### src/rtl/fetch_queue.sv
// rtl/fetch_queue.sv - fetch-to-decode decoupling queue with fetch throttling
module fetch_queue #(
  parameter int              DEPTH    = 4,
  parameter int              XLEN     = 32,
  parameter logic [XLEN-1:0] NOP_INSN = 32'h00000013
) (
  input  logic                       clk,
  input  logic                       rst,
  input  logic                       flush,
  input  logic                       in_valid,
  input  logic [XLEN-1:0]            in_pc,
  input  logic [XLEN-1:0]            in_instr,
  input  logic                       in_pred_taken,
  output logic                       in_ready,
  output logic                       fetch_en,
  output logic                       out_valid,
  output logic [XLEN-1:0]            out_pc,
  output logic [XLEN-1:0]            out_instr,
  output logic                       out_pred_taken,
  input  logic                       out_ready,
  output logic [$clog2(DEPTH):0]     count,
  output logic                       overflow
);

  localparam int              AW       = $clog2(DEPTH);
  localparam int              CW       = AW + 1;
  localparam logic [CW-1:0]   FULL_CNT = CW'(DEPTH);

  logic [XLEN-1:0] mem_pc    [DEPTH];
  logic [XLEN-1:0] mem_instr [DEPTH];
  logic            mem_pred  [DEPTH];

  logic [AW-1:0] wr_ptr;
  logic [AW-1:0] rd_ptr;
  logic [CW-1:0] cnt;
  logic          inflight;
  logic          ovf_q;

  logic full;
  logic empty;
  logic push;
  logic pop;

  assign full  = (cnt == FULL_CNT);
  assign empty = (cnt == '0);
  assign pop   = !empty && out_ready;
  // A full queue still takes a new entry when the head leaves in the same cycle.
  assign push  = in_valid && (!full || pop);

  // A granted fetch returns data one cycle later, so reserve a slot for it.
  assign fetch_en = ({1'b0, cnt} + {{CW{1'b0}}, inflight}) < {1'b0, FULL_CNT};

  assign in_ready       = !full;
  assign out_valid      = !empty;
  assign out_pc         = empty ? '0 : mem_pc[rd_ptr];
  assign out_instr      = empty ? NOP_INSN : mem_instr[rd_ptr];
  assign out_pred_taken = empty ? 1'b0 : mem_pred[rd_ptr];
  assign count          = cnt;
  assign overflow       = ovf_q;

  always_ff @(posedge clk) begin
    if (rst || flush) begin
      wr_ptr   <= '0;
      rd_ptr   <= '0;
      cnt      <= '0;
      inflight <= 1'b0;
    end else begin
      inflight <= fetch_en;
      if (push) wr_ptr <= wr_ptr + AW'(1);
      if (pop)  rd_ptr <= rd_ptr + AW'(1);
      if (push && !pop)      cnt <= cnt + CW'(1);
      else if (pop && !push) cnt <= cnt - CW'(1);
    end
  end

  always_ff @(posedge clk) begin
    if (rst)                             ovf_q <= 1'b0;
    else if (in_valid && full && !pop)   ovf_q <= 1'b1;
  end

  always_ff @(posedge clk) begin
    if (push && !rst && !flush) begin
      mem_pc[wr_ptr]    <= in_pc;
      mem_instr[wr_ptr] <= in_instr;
      mem_pred[wr_ptr]  <= in_pred_taken;
    end
  end

endmodule
### config.mk
export PLATFORM = sky130hd
export DESIGN_NAME = fetch_queue
export DESIGN_NICKNAME = d
export VERILOG_FILES = /design/src/rtl/fetch_queue.sv
export SDC_FILE = /design/constraint.sdc
export NUM_CORES = 1
export LEC_CHECK = 0
export CAP_MARGIN = 30
export CORE_MARGIN = 1
export CORE_UTILIZATION = 40
export CTS_CLUSTER_DIAMETER = 150
export DETAILED_ROUTE_END_ITERATION = 7
export GPL_TIMING_DRIVEN = 0
export SLEW_MARGIN = 20
export SYNTH_ARGS = -nofsm -noshare
export SYNTH_HDL_FRONTEND = slang
export SYNTH_SLANG_ARGS = --single-unit
### constraint.sdc
create_clock -name clk -period 3.16 [get_ports clk]
set_input_delay 0.632 -clock clk [delete_from_list [all_inputs] [get_ports clk]]
set_output_delay 0.632 -clock clk [all_outputs]
set_load 0.1 [all_outputs]
### Yosys cells after proc, flatten, opt, wreduce, memory -nomap -nowiden

Memory sizes are Yosys's and may differ from the RTL's. A register that Yosys moved wholly into a read port is not among the register bits.
Cells that the tools add are included.

| cells by class | value |
|---|---|
| $add $sub $neg | 5 |
| $lt $le $gt $ge | 1 |
| equal/unequal tests | 1 |
| mux-type cells | 13 |
| reductions and logical operators | 18 |

Operator list:

| cell | count |
|---|---|
| 32-bit two-way mux | 2 |
| 2-bit two-way mux | 6 |
| 1-bit logical AND | 8 |
| 1-bit zero test | 6 |
| 3-bit two-way mux | 2 |
| 2-bit by 1-bit adder with 2-bit output, second input constant | 2 |
| 3-bit by 1-bit adder with 4-bit output | 1 |
| 4-bit by 3-bit less-than comparator with 1-bit output, second input constant | 1 |
| 3-bit by 1-bit adder with 3-bit output, second input constant | 1 |
| 3-bit == test, second input constant | 1 |
| 3-bit zero test | 1 |
| 1-bit two-way mux | 3 |
| 3-bit by 1-bit subtractor with 3-bit output, second input constant | 1 |
| 1-bit logical OR | 2 |
| 2-bit nonzero test | 1 |

| word-level totals | value |
|---|---|
| register bits after elaboration | 9 |
| bits in writable memories | 260 |
| bits of input ports | 70 |
| output and inout bits | 72 |
| word-level logic and storage cells | 46 |
| memories kept | 3 |

Memories:

| name | depth | width | rd ports | clocked after memory_dff | write ports | line | RTL |
|---|---|---|---|---|---|---|---|
| mem_instr | 4 | 32 | 1 | 1 | 1 | 30 | `logic [XLEN-1:0] mem_instr [DEPTH];` |
| mem_pc | 4 | 32 | 1 | 1 | 1 | 29 | `logic [XLEN-1:0] mem_pc [DEPTH];` |
| mem_pred | 4 | 1 | 1 | 1 | 1 | 31 | `logic mem_pred [DEPTH];` |

### Logic depth before layout (Yosys ltp)

Gate-level depths: netlist (run 1).

| depth | value |
|---|---|
| word-level depth | 9 |
| depth in mapped cells | 8 |
| depth with buffers taken out | 8 |

### Worst setup path after synthesis (run 1)

OpenSTA, ideal clock, no wires.

| path | value |
|---|---|
| path kind | reg-to-output |
| from | reg cnt[0] (netlist: count[0]) |
| to | out out_instr[22] |
| arrival time | 3276 ps |
| required time | 2528 ps |
| setup slack | -748 ps |
| stages on the path, launching flop included | 5 |
| buffers on the path | 1 |
| cells stage by stage | dfxtp_1 nor3_2 inv_1 clkbuf_1 and2_1 |

| between the ends | value |
|---|---|
| longest elaborated chain between the ends | 2 |

RTL lines:

| element | line | RTL |
|---|---|---|
| start, declared | 35 | `logic [CW-1:0] cnt;` |
| start signal, assigned | 71 | `if (push && !pop) cnt <= cnt + CW'(1);` |
| start signal, assigned | 72 | `else if (pop && !push) cnt <= cnt - CW'(1);` |
| 3-bit zero test | 45 | `assign empty = (cnt == '0);` |
| 32-bit two-way mux | 56 | `assign out_instr = empty ? NOP_INSN : mem_instr[rd_ptr];` |
| end, declared | 18 | `output logic [XLEN-1:0] out_instr,` |

No other way between the ends.

==> results of run 1 <==
-- kinds of logic after synthesis --
group | share of synthesized area, %
mux | 14.2
simple gates | 5.16
xor+xnor | 0.254
buf+inv | 1.50
compound gates | 0.604
flops | 77.5
fa+ha+maj | 0.797
-- worst paths after layout --
path	depth (start not counted)	slack [ns]	end
max	4	0.09	out_instr[1]
min	2	0.50	rd_ptr[1]$_SDFFE_PP0P_
max reg2reg	8	0.82	count[2]$_SDFFE_PP0P_
min reg2reg	2	0.50	rd_ptr[1]$_SDFFE_PP0P_
-- cells in the mapped netlist --
cell and number:
mux4_2 65, mux2i_1 1, nor2_1 7, a21oi_1 4, nand3_1 2, o31ai_1 1, o31a_1 1, buf_2 7
or3b_1 1, xor2_1 3, a31oi_1 1, or2_1 3, nand2_1 1, ha_1 5, and3_1 4, nor3_2 1
clkbuf_1 8, edfxtp_1 260, dfxtp_1 11, nor4b_1 1, or2_2 1, buf_6 6, and2_1 63, inv_1 6
or4b_2 1, o21ai_0 4, fa_1 1, or3_1 2
-- power by group through the flow --
stage          sequential [uW]  combinational [uW]  clock, uW
2_1_floorplan             4100                1110          0
5_1_grt                   4010                1560       3320
6_report                  4000                1490       3110
3_5_place_dp              4080                1600          0
4_1_cts                   4000                1530       3190
3_3_place_gp              4070                1570          0
-- registers in the layout, summed over array words and instances, names as in the netlist, named ones only --
name and cells:
mem_instr 128, count 3, mem_pred 4, mem_pc 128, rd_ptr 2, inflight 1
wr_ptr 2, overflow 1
-- cell type report --
class | instances | area share, %
clock buffers | 43 | 6.32
multi-input cells | 173 | 17.1
flip-flops and latches | 271 | 61.9
inverters | 6 | 0.174
clock inverters | 6 | 0.444
plain buffers | 21 | 1.23
repair buffers | 145 | 9.64
well taps | 330 | 3.18
-- tightest hold or removal path, delay by kind of cell, from the launching register on --
family          cells  cell delay (ns)
compound gates      2             0.13
flops               1             0.30
-- placed cells by master, fill, tap and decap left out, types with 2 or more instances in the layout --
cell,synthesis,routed
a21oi_1,4,4
and2_1,63,55
and2_2,0,8
and3_4,0,4
buf_16,0,5
buf_2,7,59
buf_4,0,2
buf_6,6,5
clkbuf_1,8,13
clkbuf_16,0,30
clkbuf_2,0,7
clkbuf_4,0,5
clkbuf_8,0,2
clkdlybuf4s15_2,0,3
clkdlybuf4s50_1,0,74
clkinv_1,0,3
dfxtp_1,11,9
dfxtp_2,0,2
dlygate4sd2_1,0,2
edfxtp_1,260,260
ha_1,5,5
inv_1,6,5
mux4_2,65,65
nand3_1,2,2
nor2_1,7,7
o21ai_0,4,4
or2_1,3,3
or3_1,2,2
xor2_1,3,3
-- per-stage QoR --
stage / power (uW) / setup WS [ns]
2_1_floorplan: 5210 / -0.229
3_3_place_gp: 5650 / -0.373
3_5_place_dp: 5680 / -0.335
4_1_cts: 8730 / -0.0223
5_1_grt: 8880 / 0.00850
6_report: 8610 / 0.0882
-- layer usage --
metal / GRT usage (%) / wire [um] / vias to the layer above
met2: 25.1 / 9630 / 133
met3: 3.23 / 1050 / 29
met1: 20.5 / 8680 / 2572
met4: 3.48 / 365 / 0
met5: 0 / 0 / -
li1: - / - / 2258
==> flow_metrics.tcl, run 1 <==
set metrics [dict create \
    outcome "finished clean" \
    grt_setup_unrepaired "yes" \
    crit_path_end_kind "output port" \
    p_comb_share_pct 17.3 \
    cts_setup_buffers 0 \
    worstPathRequired_ns 2.53 \
    cts_resized 271 \
    seq_area_sq_mm 0.00803 \
    io_pins 142 \
    slew_viol_final 0 \
    cts.htree.levels 1 \
    power.density_mw_per_mm2 664 \
    die_width_um 163 \
    drtAntennaViolNets 0 \
    final_area_sq_mm 0.0130 \
    leakage_uw 0.00430 \
    grt_pass1_wl_um 30300 \
    slowest_stage "dlygate4sd2_1" \
    rows 58 \
    seqPwrFrac_pct 46.5 \
    multi_input_area_sq_mm 0.00222 \
    postCtsHoldBufs 0 \
    setup_viol 0 \
    nets 723 \
    switchingPower_uw 2430 \
    grt_antenna_before_repair 0 \
    avgSynthCellArea_sq_um 22.0 \
    path_delay_family "buffers and inverters" \
    max_slew_margin_pct 32.8 \
    overflow 0 \
    grt_max_degree 38 \
    drcViolationCount 0 \
    groute.usage.overall_pct 15.1 \
    yosysTopAreaCellShare_pct 75.3 \
    dieHeight_um 163 \
    place_congestion 0.755 \
    synth_cell_type_count 28 \
    synthCells 471 \
    yosysSeqAreaShare_pct 77.5 \
    hold_path.class "flop to flop" \
    cts_buffer_depth 3 \
    avgRoutedWirePerCell_um 19.8 \
    vias_per_cell 5.02 \
    drt_iter0_markers 191 \
    ys_ff_latch 271 \
    clock_power_share_pct 36.1 \
    ys_warn_count 0 \
    ctsRootBufferMaster "clkbuf_16" \
    arrival_ns 2.44 \
    clock_latency_ns 0.53 \
    syn_area_sq_mm 0.0104 \
    place_hpwl_um 11800 \
    postPlaceCellArea_sq_mm 0.0124 \
    core_sq_mm 0.0253 \
    fin_cells 995 \
    worst-path-buf-inv 2 \
    cts_inserted_buffers 29 \
    hp-start "rd_ptr[1]$_SDFFE_PP0P_" \
    intPower_uw 6180 \
    io_buffer_count 141 \
    swShare_pct 28.2 \
    insertedDiodeCount 0 \
    grt_pass1_vias 5356 \
    die-area_sq_mm 0.0266 \
    fmax_mhz 326 \
    drt_pass1_iterations 4 \
    max_cap_violations 0 \
    crit_path_cell_trace "buf_12 -> mux4_2 -> or2_1 -> dlygate4sd2_1" \
    area_growth_pct 25.1 \
    dr_total_vias 4992 \
    synth_fp_nets 547 \
    criticalPathCategory "flop to output port" \
    max_slew.worst_pin.slew_ns 1.01 \
    synth_top_area_cell "edfxtp_1" \
    fin_skew_ns 0.0112 \
    finalCritPeriodShare_pct 97.2 \
    worstReg2RegStart "count[2]$_SDFFE_PP0P_" \
    tritoncts "yes" \
    totalWireLength_um 19700 \
    clk_pin_slew_ns 0.06 \
    finalSetupTns_ns 0 \
    cp_slowest_stage_delay_ns 0.61 \
    critPathMaxFanout 10 \
    dp_cells 947 \
    ir_drop_v 0.000454 \
    period_minus_slack_ns 3.07 \
    hold_violations 0 \
    post-route-util_pct 51.2 \
    critPathLaunchType "flop" \
    fill_cells 2046 \
    synth_area_leaders "edfxtp_1 75%, mux4_2 14%, and2_1 3.8%" \
    start_util_pct 40.9 \
    fin_hold_ws_ns 0.496 \
    drive_gt1_share_pct 30.8 \
    cts_sinks 271 \
]
Note: power is estimated with default switching activity, not from simulation.
==> run 2, diff against run 1 <==
==> constraint.sdc (replaced) <==
create_clock -name clk -period 3.16 [get_ports clk]
set_input_delay 0.316 -clock clk [delete_from_list [all_inputs] [get_ports clk]]
set_output_delay 0.316 -clock clk [all_outputs]
set_load 0.1 [all_outputs]
==> flow_metrics.tcl, run 2 (synthesis results as in run 1) <==
set metrics [dict create \
    hold_violations 0 \
    fin_hold_ws_ns 0.370 \
    grtUsageMet1_pct 21.0 \
    postCtsHoldBufs 0 \
    dieHeight_um 163 \
    dp_cells 947 \
    ctsRootBufferMaster "clkbuf_16" \
    layout_common_cells "260 x edfxtp_1, 77 x clkdlybuf4s50_1, 65 x mux4_2, 63 x and2_1, 54 x clkdlybuf4s15_2" \
    clock_latency_ns 0.52 \
    reg2reg_slack_ns 0.70 \
    finalCritPeriodShare_pct 93.9 \
    outcome "finished clean" \
    met2_usage_pct 25.1 \
    holdPathStages 2 \
    max_slew_margin_pct 32.1 \
    die-area_sq_mm 0.0266 \
    cts_inserted_buffers 27 \
    layout_commonest_cell "edfxtp_1" \
    start_util_pct 40.9 \
    grt_pass1_vias 5505 \
    critPathMaxFanout 10 \
    fmax_mhz 337 \
    crit_path_end_kind "output port" \
    avgRoutedWirePerCell_um 20.0 \
    nets 723 \
    drcViolationCount 0 \
    criticalPathCategory "flop to output port" \
    setup_viol 0 \
    largestRegisters "mem_instr: 128 flops, mem_pc: 128 flops, mem_pred: 4 flops" \
    grt_antenna_before_repair 0 \
    cts_setup_buffers 0 \
    io_pins 142 \
    worstPathRequired_ns 2.84 \
    use_met3_pct 3.31 \
    drt_pass1_iterations 4 \
    drt_iter0_markers 232 \
    dr_total_vias 5055 \
    fill_cells 2044 \
    groute.usage.overall_pct 15.3 \
    rows 58 \
    cts_sinks 271 \
    fin_cells 996 \
    ir_drop_v 0.000364 \
    grt_max_degree 42 \
    cts_buffer_depth 3 \
    max_cap_violations 0 \
    max_slew.worst_pin.slew_ns 1.02 \
    core_sq_mm 0.0253 \
    die_width_um 163 \
    arrival_ns 2.65 \
    cts.htree.levels 1 \
    leakage_uw 0.00423 \
    drive_gt1_share_pct 29.3 \
    period_minus_slack_ns 2.97 \
    drtAntennaViolNets 0 \
    gr-max-usage-layer "met2" \
    critPathLaunchType "flop" \
    totalWireLength_um 19900 \
    place_congestion 0.705 \
    place_hpwl_um 12000 \
    fin_skew_ns 0.00895 \
    grt_pass1_wl_um 30700 \
    power.density_mw_per_mm2 637 \
    clk_pin_slew_ns 0.06 \
    io_buffer_count 141 \
    finalSetupTns_ns 0 \
    overflow 0 \
    slew_viol_final 0 \
    vias_per_cell 5.08 \
    area_growth_pct 27.6 \
    hold_path.class "input pin to flop" \
    totalPowerFinal_uw 8420 \
    worstRegToRegCells 8 \
    tritoncts "yes" \
]
==> run 2: final timing paths <==
kind                     startpoint                    end
max           count[1]$_SDFFE_PP0P_             out_pc[18]
min                             rst  overflow$_SDFFE_PP0P_
max reg2reg   count[1]$_SDFFE_PP0P_  count[2]$_SDFFE_PP0P_
min reg2reg  rd_ptr[1]$_SDFFE_PP0P_                   flop
==> run 2: area by class of cell <==
type | instances | area (sq um) | area share, %
diodes | 1 | 2.50 | 0.0189
plain buffers | 21 | 139 | 1.05
clock buffers | 36 | 739 | 5.59
clock inverters | 11 | 51.3 | 0.388
inverters | 6 | 22.5 | 0.170
multi-input cells | 173 | 2210 | 16.7
flip-flops and latches | 271 | 8030 | 60.7
well taps | 330 | 413 | 3.12
repair buffers | 147 | 1620 | 12.3
==> run 2: worst max-delay path, cell delays in order (launching register included) <==
cell,delay (ns)
dfxtp_1,0.60
nor3_4,0.13
inv_1,0.32
clkbuf_2,0.33
and2_1,0.19
clkdlybuf4s15_2,0.56
==> run 2: routing by layer <==
metal  vias up  routed length (um)
li1       2260                   -
met1      2629                8850
met2       134                9590
met3        32                1100
met4         0                 347
met5         -                   0
==> run 2: power breakdown <==
group	internal, uW	switching, uW	total (uW)	leakage (uW)
sequential	3980	21.7	4000	0.00244
combinational	408	1150	1560	0.00140
clock	1630	1230	2860	0.000397
total	6010	2410	8420	0.00423
==> run 2: repair_timing <==
action / CTS / global route
endpoints found under the setup margin: 63 / 36
gates cloned: 0 / 0
gates resized for setup: 187 / 10
==> run 2: through the flow <==
step,setup WS (ns),instance area [sq um],utilization (%)
after floorplan,0.0566,10400,-
after global placement,-0.123,12200,48.1
after detailed placement,-0.131,12300,48.7
after CTS,0.0123,13200,52.1
after global routing,-0.00900,13200,52.2
final,0.194,13200,52.2
